$ cat src/rtl/pld_fuse_loader.sv
// Serial fuse bitstream loader for the pld: assembles AND/OR fuse vectors in shadow
// registers, checks an even-parity trailer and commits both vectors atomically.
module pld_fuse_loader #(
    parameter  int NUM_PORTS_IN  = 1,
    parameter  int NUM_PORTS_OUT = 1,
    localparam int AND_FUSES     = (2**(NUM_PORTS_IN+2))*(NUM_PORTS_IN**2),
    localparam int OR_FUSES      = NUM_PORTS_OUT*(2**(2*NUM_PORTS_IN)),
    localparam int CNT_W         = $clog2(AND_FUSES+OR_FUSES+1)
) (
    input  logic                 clk_i,
    input  logic                 rst_ni,
    input  logic                 start_i,
    input  logic                 abort_i,
    input  logic                 cfg_data_i,
    input  logic                 cfg_valid_i,
    output logic                 cfg_ready_o,
    output logic [AND_FUSES-1:0] and_fuses_o,
    output logic [OR_FUSES-1:0]  or_fuses_o,
    output logic                 busy_o,
    output logic                 done_o,
    output logic                 error_o
);

    typedef enum logic [1:0] {
        IDLE,
        LOAD_AND,
        LOAD_OR,
        LOAD_PAR
    } state_t;

    state_t               r_state;
    state_t               w_state_nxt;
    logic [CNT_W-1:0]     r_cnt;
    logic [AND_FUSES-1:0] r_shadow_and;
    logic [OR_FUSES-1:0]  r_shadow_or;
    logic [AND_FUSES-1:0] r_and_fuses;
    logic [OR_FUSES-1:0]  r_or_fuses;
    logic                 r_par;
    logic                 r_done;
    logic                 r_error;
    logic                 w_ready;
    logic                 w_beat;
    logic                 w_last_and;
    logic                 w_last_or;
    logic                 w_par_ok;

    // Abort wins over a beat presented in the same cycle, so it never counts as accepted.
    assign w_beat     = cfg_valid_i && w_ready && !abort_i;
    assign w_last_and = (r_cnt == CNT_W'(AND_FUSES-1));
    assign w_last_or  = (r_cnt == CNT_W'(OR_FUSES-1));
    assign w_par_ok   = !(r_par ^ cfg_data_i);

    always_ff @(posedge clk_i or negedge rst_ni) begin
        if (!rst_ni) begin
            r_state <= IDLE;
        end else begin
            r_state <= w_state_nxt;
        end
    end

    always_comb begin
        w_state_nxt = r_state;
        case (r_state)
            IDLE:     if (start_i) w_state_nxt = LOAD_AND;
            LOAD_AND: if (abort_i) w_state_nxt = IDLE;
                      else if (w_beat && w_last_and) w_state_nxt = LOAD_OR;
            LOAD_OR:  if (abort_i) w_state_nxt = IDLE;
                      else if (w_beat && w_last_or) w_state_nxt = LOAD_PAR;
            LOAD_PAR: if (abort_i || w_beat) w_state_nxt = IDLE;
            default:  w_state_nxt = IDLE;
        endcase
    end

    always_comb begin
        w_ready = (r_state != IDLE);
    end

    // Shadows are filled by shifting in at the MSB, so the first bit lands at index 0.
    always_ff @(posedge clk_i or negedge rst_ni) begin
        if (!rst_ni) begin
            r_cnt        <= '0;
            r_shadow_and <= '0;
            r_shadow_or  <= '0;
            r_and_fuses  <= '0;
            r_or_fuses   <= '0;
            r_par        <= 1'b0;
            r_done       <= 1'b0;
            r_error      <= 1'b0;
        end else begin
            r_done <= 1'b0;
            case (r_state)
                IDLE: begin
                    if (start_i) begin
                        r_cnt        <= '0;
                        r_shadow_and <= '0;
                        r_shadow_or  <= '0;
                        r_par        <= 1'b0;
                        r_error      <= 1'b0;
                    end
                end
                LOAD_AND: begin
                    if (w_beat) begin
                        r_shadow_and <= {cfg_data_i, r_shadow_and[AND_FUSES-1:1]};
                        r_par        <= r_par ^ cfg_data_i;
                        r_cnt        <= w_last_and ? '0 : r_cnt + 1'b1;
                    end
                end
                LOAD_OR: begin
                    if (w_beat) begin
                        r_shadow_or <= {cfg_data_i, r_shadow_or[OR_FUSES-1:1]};
                        r_par       <= r_par ^ cfg_data_i;
                        r_cnt       <= w_last_or ? '0 : r_cnt + 1'b1;
                    end
                end
                LOAD_PAR: begin
                    if (w_beat) begin
                        if (w_par_ok) begin
                            r_and_fuses <= r_shadow_and;
                            r_or_fuses  <= r_shadow_or;
                            r_done      <= 1'b1;
                        end else begin
                            r_error <= 1'b1;
                        end
                    end
                end
                default: ;
            endcase
        end
    end

    assign cfg_ready_o = w_ready;
    assign busy_o      = w_ready;
    assign and_fuses_o = r_and_fuses;
    assign or_fuses_o  = r_or_fuses;
    assign done_o      = r_done;
    assign error_o     = r_error;

endmodule

$ cat config.mk
export PLATFORM = sky130hd
export DESIGN_NAME = pld_fuse_loader
export DESIGN_NICKNAME = d
export VERILOG_FILES = /design/src/rtl/pld_fuse_loader.sv
export SDC_FILE = /design/constraint.sdc
export NUM_CORES = 1
export LEC_CHECK = 0
export CORE_MARGIN = 5
export CORE_UTILIZATION = 40
export CTS_CLUSTER_SIZE = 16
export DETAILED_ROUTE_END_ITERATION = 10
export PLACE_DENSITY = 0.7
export SLEW_MARGIN = 20
export SYNTH_ARGS = -nofsm -noshare
export SYNTH_HDL_FRONTEND = slang
export SYNTH_SLANG_ARGS = --single-unit
$ cat constraint.sdc
create_clock -name clk_i -period 5.4 [get_ports clk_i]
set_input_delay 0.54 -clock clk_i [delete_from_list [all_inputs] [get_ports clk_i]]
set_output_delay 0.54 -clock clk_i [all_outputs]
set_load 0.01 [all_outputs]
== Word level (Yosys, flattened, before mapping) ==
Cells that the tools add are included.
Widths: inputs -> output; s select.
Word-level totals
  ROM bits: 0
  input bits: 6
  output and inout bits: 16
  bits in writable memories: 0
  register bits after elaboration: 33
  memories: 0
  word-level logic and storage cells: 74
  bits in latches: 0
Operators by class
  order comparisons: 0
  bitwise logic cells: 2
  shifts and indexed selects: 0
  add/subtract/negate cells: 1
  muxes and demuxes: 27
  div/mod/pow operators: 0
  $mul: 0
  equal/unequal tests: 14
  reduce and logical (&&, ||, !) cells: 21
Operators with widths (count)
  $mux 4: 6
  $mux 8: 2
  $pmux 8 s2: 1
  $mux 2: 6
  $ne 2x2->1 const B: 6
  $pmux 4 s3: 1
  $reduce_and 3->1: 4
  $reduce_and 4->1: 3
  $reduce_bool 2->1: 5
  $pmux 2 s4: 1
  $pmux 4 s2: 1
  $mux 1: 7
  $ne 3x3->1 const B: 2
  $add 4x1->4 const B: 1
  $eq 2x2->1 const B: 2
  $eq 4x2->1 const B: 1
  $eq 4x3->1 const B: 1
  $logic_and 1x1->1: 4
  $pmux 1 s2: 2
  $reduce_bool 3->1: 1
  $eq 2x1->1 const B: 1
  $logic_not 2->1: 1
  $ne 2x1->1 const B: 1
  $reduce_or 2->1: 1
  other kinds (4): 4

== Longest topological paths before layout ==
Gate-level depths: netlist of run 1.
  word-level depth: 7
  mapped depth: 8
  gate-level depth less buffers: 6

== Worst setup path before layout of run 1 ==
No wires, ideal clock.
  kind: register to register
  from: reg r_state[0]
  to: reg r_cnt[3]
  arrival: 2.142 ns
  clock period less this slack: 2.234 ns
  library setup time: 0.092 ns
  path buffers: 2
  required time: 5.308 ns
  setup slack: 3.166 ns
  cell stages (with the launch flop): 9
  cell sequence: dfrtp_1 inv_1 ha_1 buf_6 or3b_4 buf_6 a211o_1 or3b_1 o31ai_2
On the way
  word-level cells in the longest chain between the ends: 5
  elaborated cells between the ends (all ways): 12
  those cells by class: eq/ne: 5; mux: 1; reduce/logical: 6
RTL lines
  start, declared: line 31  | state_t r_state;
  start signal, assigned: line 57  | r_state <= w_state_nxt;
  $reduce_bool 2->1: line 75  | w_ready = (r_state != IDLE);
  $logic_and 1x1->1 (2 in series): line 48  | assign w_beat = cfg_valid_i && w_ready && !abort_i;
  $ne 2x2->1 (no source line)
  $reduce_and 4->1 (no source line)
  end signal, assigned: line 105  | r_cnt <= w_last_and ? '0 : r_cnt + 1'b1;
  end signal, assigned: line 112  | r_cnt <= w_last_or ? '0 : r_cnt + 1'b1;
  end, declared: line 33  | logic [CNT_W-1:0] r_cnt;
Parallel ways exist; a longest one is shown, timed or not.
A chain may end at the register's enable or synchronous reset.

== Final worst setup path of run 1 ==
  from: reg r_state[0]
  to: reg r_or_fuses[2] (netlist: or_fuses_o[2])
On the way
  word-level cells in the longest chain between the ends: 4
  elaborated cells between the ends (all ways): 5
  those cells by class: eq/ne: 1; reduce/logical: 4
RTL lines
  $reduce_bool 2->1: line 75
  $logic_and 1x1->1 (2 in series): line 48
  $reduce_and 3->1 (no source line) *
  end signal, assigned: line 119  | r_or_fuses <= r_shadow_or;
  end, declared: line 37  | logic [OR_FUSES-1:0] r_or_fuses;
Mark *: on every way between the ends. The rest lies on a longest branch, timed or not.

==> results.ini, run 1 <==
[global_routing]
track_usage=0.1318
grt_pass1_wl_um=5478
antenna_found_initial=0
grt_pass1_vias=1265
overflow=0
grt_start_max_net_pins=34

[synthesis]
netlist_top_cells_area=dfrtp_1, o21ai_0, ha_1
synth_common_cells=dfrtp_1, o21ai_0, nand2_1
synth_area_sq_mm=0.001677
post-synth-top-area-fraction=0.4925
seq_area_frac_synth=0.4925
syn_area_per_cell_sq_um=10.10
yosysTopAreaCell=dfrtp_1
synth.most_common_cell=dfrtp_1
synthFlopType=dfrtp_1
yosysUniqueCellTypes=36
synth-seq-cells=33
ys_warn_count=0
synth_edf_count=0
synthArstFlopShare=1.000
syn_nets=179
syn_inst=166

[cts]
htree_levels=2
numCtsBuffers=5
ctsHoldBuffers=0
cts_tree=done
clockRootBuffer=clkbuf_8
post_cts_buffers=0
post_cts_resized=0
cts_buffer_depth=2
clock-sinks=33
clkTransAtPathRegs_ns=0.07
clock_latency_ns=0.28

[sta]
max_slew_margin=0.3844
setup_viol=0
hold_viol=0
tightest_slew_ns=0.9193
slew_viol_final=0
whs_ns=0.4775
setup_tns_ns=0
skew_ns=0.003806
fmax_mhz=333.4
rsz0062_at_grt=no
period_needed_ns=2.999
finalCritPeriodShare=0.5554
setup_ws_ns=2.401

[finish]
nets=199
fin_area_sq_mm=0.001996
antenna_cells=0
finalNonFillerCells=237
area_growth_pct=19.03
drive_gt1_frac=0.1123

[route]
drt_iter0_markers=61
num_vias=1219
ant_nets=0
via_per_inst=5.143
drtPass1Iterations=4
avgRoutedWirePerCell_um=13.15
drt_wl_total_um=3117
drc=0

[setup_path]
cp.required_ns=5.56
path_max_fanout=21
r2r_slack_ns=2.40
timing.rr.start=r_state[0]
rr_endpoint=or_fuses_o[2]
worstSetupEndpoint=or_fuses_o[2]
crit_arrival_ns=3.16
critPathCaptureType=flip-flop
crit_start=r_state[0]
reg2reg_depth=5
crit_path_start_kind=flip-flop
crit_type=reg2reg

[status]
status=finished clean

[floorplan]
die_h_um=74.74
num_io_pins=22
die-area_sq_mm=0.005586
start_util=0.4161
num_rows=23
die_x_um=74.74
core_area_sq_mm=0.004029

[flow_run]
max-cap-violations=0

[placed_design]
placed_area_sq_mm=0.001876
pre_cts_slack_ns=2.157
post-dp-hpwl_um=2245
port_buffers=21
dpl.cell_count=229
gp_congestion=0.7907

[power_and_ir_drop]
ir_drop_mv=0.1648
leakage_uw=0.0008936
power_density_mw_per_mm2=362.2

[worst_hold_path]
hold_path.class=reg2reg

## registers in the layout, summed over array words and instances (netlist names)
name          flops
and_fuses_o       8
r_shadow_and      8
or_fuses_o        4
r_cnt             4
r_shadow_or       4
r_state           2
done_o            1
error_o           1
r_par             1
## cell type report
cell class | count | area [sq um]
repair buffers | 22 | 217.7
inverters | 13 | 48.80
flip-flops and latches | 33 | 825.8
multi-input cells | 111 | 720.7
well taps | 50 | 62.56
clock inverters | 2 | 37.54
fillers | 391 | 2033
clock buffers | 6 | 82.58
## layer usage
| metal | share of wire | up-vias | wire length (um) | GRT usage |
|---|---|---|---|---|
| met5 | 0 | - | 0 | 0 |
| met4 | 0.028 | 0 | 87 | 0.09091 |
| met3 | 0.036 | 6 | 112 | 0.03204 |
| met2 | 0.47 | 23 | 1469 | 0.2088 |
| met1 | 0.46 | 568 | 1448 | 0.1578 |
| li1 | - | 622 | - | - |
## cells in the final DEF, fill, tap and decap left out
cell / count
dfrtp_1: 33
o21ai_0: 24
clkdlybuf4s50_1: 21
nand2_1: 19
nand3_1: 15
inv_1: 13
ha_1: 7
a21oi_1: 6
clkbuf_8: 6
nor2_1: 5
mux2_2: 4
mux2i_1: 3
a22o_2: 3
nand2b_1: 3
a221o_1: 3
nor3b_2: 1
xnor2_1: 1
xor2_1: 1
or3b_4: 1
nor2b_1: 1
a21o_1: 1
or2_2: 1
a211o_1: 1
nand3b_1: 1
or3b_1: 1
and4_1: 1
o31ai_2: 1
nor3_1: 1
o31ai_1: 1
a32oi_1: 1
or4b_2: 1
o41ai_1: 1
and2_1: 1
a32o_1: 1
clkinvlp_4: 1
bufinv_16: 1
buf_4: 1
## per-stage QoR
| step | total power [uW] | util |
|---|---|---|
| floorplan | 435.4 | - |
| global placement | 484.5 | 0.4655 |
| detailed placement | 488.1 | 0.4655 |
| CTS | 730.0 | 0.4953 |
| global route | 769.4 | 0.4953 |
| finish | 722.7 | 0.4953 |
## critical path, stage by stage (launching register included)
cell	delay, ns
dfrtp_1	0.40
inv_1	0.10
ha_1	0.33
nor3b_2	0.80
nand3_1	0.75
mux2_2	0.49
## cells by family after synthesis
family	count (synthesis)	synth area share
compound gates	43	0.1634
xor+xnor	2	0.01045
fa+ha+maj	7	0.05224
buf+inv	22	0.07762
flops	33	0.4925
mux	7	0.04477
simple gates	52	0.1590
## how the worst min path moves through the flow
| stage | start | to | slack [ns] | depth (start not counted) |
|---|---|---|---|---|
| CTS | and_fuses_o[7] | and_fuses_o[7] | 0.49 | 2 |
| global placement | and_fuses_o[0] | and_fuses_o[0] | 0.47 | 2 |
| finish | and_fuses_o[7] | and_fuses_o[7] | 0.48 | 2 |
| global route | and_fuses_o[2] | and_fuses_o[2] | 0.51 | 2 |
| floorplan | rst_ni | and_fuses_o[0] | 0.24 | 0 |
| detailed placement | and_fuses_o[7] | and_fuses_o[7] | 0.47 | 2 |
## report_power, final
part           switching [uW]  total [uW]  internal [uW]
logic                     119         196           77.6
registers                15.7         286            270
clock network            90.6         241            150
No activity file was read; power rests on OpenSTA's default activity.
==> inputs of run 2 (changes only) <==
- PLACE_DENSITY: 0.7 -> 0.72
- clock period: 5.4 -> 2.45 ns (I/O delays scaled with it)
==> run 2 against run 1 <==
  * Count of clock-buffer cells in the layout unchanged
  * Die area unchanged
  * Combinational power increased by 140%
  * Clock power increased by 120%
  * Hold slack got worse by 0.13 ns
  * Final cell count increased by 3.0%
  * Design area increased by 2.6%
  * First-iteration DRC count increased by 120%
==> results.ini, run 2 (synthesis results as in run 1) <==
[worst_hold_path]
hold_path.class=in2async

[power_and_ir_drop]
power_uw=1635  ; +130%
power_density_mw_per_mm2=798.1  ; +120%
ir_drop_mv=0.3752  ; +130%
leakage_uw=0.0009286  ; +3.9%

[sta]
rsz0062_at_grt=no
skew_ns=0.006748  ; +0.002942 ns
fmax_mhz=464.2  ; +39%
period_needed_ns=2.154  ; -0.8450 ns
tightest_slew_ns=0.7942  ; -0.1251 ns
slew_viol_final=0  ; unchanged
setup_viol=0  ; unchanged
finalCritPeriodShare=0.8793  ; +0.3238
setup_tns_ns=0  ; unchanged
hold_viol=0  ; unchanged
max_slew_margin=0.4649  ; +0.08047

[finish]
drive_gt1_frac=0.1443  ; +0.03203
fin_area_sq_mm=0.002048  ; +2.6%
antenna_cells=0  ; unchanged
nets=206  ; +3.5%
area_growth_pct=22.16
final_common_cell=dfrtp_1
final_cell_mix=dfrtp_1, o21ai_0, clkdlybuf4s50_1, nand2_1, nand3_1

[floorplan]
num_rows=23  ; unchanged
die_h_um=74.74  ; unchanged
die-area_sq_mm=0.005586  ; unchanged
core_area_sq_mm=0.004029  ; unchanged
start_util=0.4161  ; unchanged
die_x_um=74.74  ; unchanged
num_io_pins=22  ; unchanged

[route]
via_per_inst=5.295  ; +2.9%
ant_nets=0  ; unchanged
drt_iter0_markers=134  ; +120%
avgRoutedWirePerCell_um=13.49  ; +2.6%
drtPass1Iterations=4  ; unchanged
num_vias=1292  ; +6.0%
drt_wl_total_um=3292  ; +5.6%
drc=0  ; unchanged

[global_routing]
grt_pass1_vias=1294  ; +2.3%
overflow=0  ; unchanged
track_usage=0.1393  ; +0.007518
grt_pass1_wl_um=5865  ; +7.1%
grt_start_max_net_pins=34  ; unchanged
antenna_found_initial=0  ; unchanged

[cts]
clock_latency_ns=0.28  ; about the same
clkTransAtPathRegs_ns=0.07  ; about the same
clockRootBuffer=clkbuf_8
cts_tree=done
ctsHoldBuffers=0  ; unchanged
cts_buffer_depth=2  ; unchanged
post_cts_resized=0  ; unchanged
htree_levels=2  ; unchanged
post_cts_buffers=0  ; unchanged
numCtsBuffers=5  ; unchanged
clock-sinks=33  ; unchanged

[setup_path]
r2r_slack_ns=0.30  ; -2.10 ns
crit_arrival_ns=2.35  ; -0.81 ns
timing.rr.start=r_state[0]
rr_endpoint=r_cnt[3]
critPathCaptureType=flip-flop
cp.required_ns=2.65  ; -2.91 ns
crit_path_start_kind=flip-flop
reg2reg_depth=6  ; +1
path_max_fanout=8  ; -62%
crit_type=reg2reg

[placed_design]
placed_area_sq_mm=0.001928  ; +2.8%
gp_congestion=0.7993  ; +1.1%
post-dp-hpwl_um=2356  ; +4.9%
port_buffers=21  ; unchanged

[status]
status=finished clean

[flow_run]
max-cap-violations=0  ; unchanged

## run 2: changes by cell type in the layout (fill, tap and decap cells not counted), sizes merged
| cell | previous run | this run |
|---|---|---|
| buf | 1 | 8 |
## run 2: power by group
part	switching, uW	internal (uW)
Sequential	36.5	595
Clock	199	330
Combinational	275	199
Total	510	1120
## run 2: layout make-up
type                    instances  area [sq um]
inverters                      13         48.80
multi-input cells             111         720.7
clock inverters                 2         37.54
well taps                      50         62.56
fillers                       381          1981
flip-flops and latches         33         825.8
clock buffers                   6         82.58
repair buffers                 29         270.3
## run 2: worst max-delay path: stages (launching register included)
cell     delay (ns)
dfrtp_1        0.40
inv_1          0.10
ha_1           0.22
or3b_4         0.45
a211o_1        0.34
or3b_1         0.39
o31ai_2        0.17
## run 2: worst max-delay path by stage
| stage | endpoint | startpoint | depth (start not counted) | slack [ns] |
|---|---|---|---|---|
| after floorplan | r_cnt[3] | r_state[0] | 8 | 0.22 |
| after global placement | r_cnt[3] | abort_i | 5 | 0.30 |
| after detailed placement | r_cnt[3] | abort_i | 5 | 0.24 |
| after CTS | r_cnt[3] | r_state[0] | 6 | 0.29 |
| after global routing | r_cnt[3] | r_state[0] | 6 | 0.15 |
| final | r_cnt[3] | r_state[0] | 6 | 0.30 |
## run 2: layer usage
metal / part of all wire / GRT usage
met1: 0.46 / 0.1796
met2: 0.49 / 0.2244
met3: 0.029 / 0.02403
met4: 0.021 / 0.07312
met5: 0 / 0
## run 2: through the flow
step	util	worst slack, ns	hold slack (ns)	cells
after global routing	0.5084	0.1517	0.3999	244
after CTS	0.5084	0.2884	0.3612	244
after detailed placement	0.4786	0.2450	0.4695	236
after floorplan	-	0.2160	-0.05059	166
after global placement	0.4786	0.2960	0.4635	236
final	0.5084	0.2958	0.3443	244
==> inputs of run 3 (changes only) <==
- clock period: 2.45 -> 1.9 ns (I/O delays scaled with it)
==> run 3 against run 2 <==
  * The flow now finishes with violations (setup timing)
  * Die area is the same
  * Worst setup slack got worse by 0.34 ns
  * Total power is 42% higher
  * Largest cell class unchanged
  * Routed wire length grew 10%
  * Non-clock buffer count grew 20
  * Combinational power increased by 76%
  * Global-route usage rose by 0.92 points
  * Highest routed layer unchanged
  * Final cell count grew 8.2%
  * Via count up 5.0%
  * Register-to-register slack got worse by 0.34 ns
  * Critical path depth stayed put
==> results.ini, run 3 (synthesis results as in run 1) <==
[status]
status=complete, but fails checks
violations=setup timing

[finish]
area_growth_pct=35.00
final_common_cell=dfrtp_1
finalNonFillerCells=264  ; +8.2%
antenna_cells=0  ; unchanged
nets=226  ; +9.7%
drive_gt1_frac=0.2570  ; +0.1127
final_cell_mix=dfrtp_1, buf_4, o21ai_0, nand2_1, clkdlybuf4s50_1

[floorplan]
die-area_sq_mm=0.005586  ; unchanged
die_h_um=74.74  ; unchanged
core_area_sq_mm=0.004029  ; unchanged
num_io_pins=22  ; unchanged
num_rows=23  ; unchanged
die_x_um=74.74  ; unchanged
start_util=0.4161  ; unchanged

[sta]
hold_viol=0  ; unchanged
skew_ns=0.006173  ; -0.0005750 ns
setup_ws_ns=-0.04567  ; -0.3415 ns
fmax_mhz=514.0  ; +11%
max_slew_margin=0.7195  ; +0.2546
rsz0062_at_grt=yes
slew_viol_final=0  ; unchanged
finalCritPeriodShare=1.024  ; +0.1448
setup_viol=2  ; +2
period_needed_ns=1.946  ; -0.2085 ns
tightest_slew_ns=0.4207  ; -0.3735 ns

[global_routing]
overflow=0  ; unchanged
grt_pass1_vias=1365  ; +5.5%
grt_start_max_net_pins=34  ; unchanged
antenna_found_initial=0  ; unchanged
track_usage=0.1485  ; +0.009203
grt_pass1_wl_um=6196  ; +5.6%

[route]
drt_wl_total_um=3623  ; +10%
via_per_inst=5.136  ; -3.0%
drtPass1Iterations=4  ; unchanged
drt_iter0_markers=68  ; -49%
drc=0  ; unchanged
num_vias=1356  ; +5.0%
ant_nets=0  ; unchanged
avgRoutedWirePerCell_um=13.72  ; +1.7%

[power_and_ir_drop]
leakage_uw=0.001065  ; +15%
power_density_mw_per_mm2=1025  ; +28%
ir_drop_mv=0.3984  ; +6.2%
power_uw=2321  ; +42%

[cts]
numCtsBuffers=5  ; unchanged
clockRootBuffer=clkbuf_8
htree_levels=2  ; unchanged
cts_tree=done
clkTransAtPathRegs_ns=0.07  ; about the same
clock-sinks=33  ; unchanged
cts_buffer_depth=2  ; unchanged
clock_latency_ns=0.28  ; about the same

[setup_path]
crit_path_start_kind=flip-flop
crit_type=reg2reg
critPathCaptureType=flip-flop
path_max_fanout=3  ; -5
crit_arrival_ns=2.13  ; -0.22 ns
cp.required_ns=2.09  ; -0.56 ns

[placed_design]
dpl.cell_count=253  ; +7.2%
port_buffers=21  ; unchanged
gp_congestion=0.8029  ; +0.45%
post-dp-hpwl_um=2553  ; +8.4%

[worst_hold_path]
hold_path.class=in2async

[flow_run]
max-cap-violations=0  ; unchanged

[run 3: cell types whose count changed in the layout (fill, tap and decap cells not counted), moves of 2 or more]
| cell | before | now |
|---|---|---|
| buf_4 | 8 | 27 |
| o21ai_0 | 24 | 21 |
| clkdlybuf4s50_1 | 21 | 19 |
| dlymetal6s2s_1 | 0 | 2 |
| inv_1 | 13 | 11 |
| inv_2 | 0 | 2 |
| o21ai_1 | 0 | 2 |
[run 3: cell type report]
cell class | count | area (sq um)
Clock buffer | 7 | 86.33
Clock inverter | 1 | 30.03
Fill cell | 362 | 1765
Inverter | 13 | 48.80
Multi-Input combinational cell | 111 | 772.0
Sequential cell | 33 | 825.8
Tap cell | 50 | 62.56
Timing Repair Buffer | 49 | 437.9
[run 3: metal layers]
metal,track usage,vias to the layer above,routed length (um)
li1,-,673,-
met1,0.2085,648,1809
met2,0.2185,29,1627
met3,0.04539,6,136
met4,0.05138,0,49
met5,0,-,0
[run 3: critical path, cell delays in order, from the launching register on]
cell     delay, ns
dfrtp_1       0.39
inv_2         0.08
ha_4          0.16
or3b_4        0.40
a211o_1       0.28
or3b_4        0.39
o31ai_2       0.18
[run 3: report_power, final]
part / internal, uW / total (uW) / switching (uW)
Clock: 427 / 677 / 250
Combinational: 411 / 832 / 421
Sequential: 767 / 812 / 44.6
[run 3: what timing repair did]
action                                  CTS  global route
endpoints found under the setup margin    5            11
hold buffers                              0             0
pin swaps                                 1             1
gates resized for setup                   3             7
setup buffers                             1             2
[run 3: metrics by stage]
step / cell area, sq um / utilization / hold WS [ns] / setup WS (ns) / TNS [ns]
after detailed placement: 2083 / 0.5171 / 0.4725 / -0.1179 / -0.1862
after global routing: 2263 / 0.5618 / 0.3522 / -0.1220 / -0.3560
after floorplan: 1692 / - / -0.1056 / -0.2822 / -0.6312
after CTS: 2221 / 0.5512 / 0.3131 / -0.05235 / -0.06209
after global placement: 2083 / 0.5171 / 0.4659 / -0.07202 / -0.09779
final: 2263 / 0.5618 / 0.3077 / -0.04567 / -0.05265
[run 3: path summary, 6_finish.rpt]
path,startpoint,endpoint,slack (ns),depth (start not counted)
min,rst_ni,r_shadow_and[6],0.31,2
max in group asynchronous,rst_ni,r_state[1],1.29,2
min reg2reg,and_fuses_o[2],and_fuses_o[2],0.48,2
max reg2reg,r_state[0],r_cnt[3],-0.05,6
max,r_state[0],r_cnt[3],-0.05,6
min in group clk_i,and_fuses_o[2],and_fuses_o[2],0.48,2
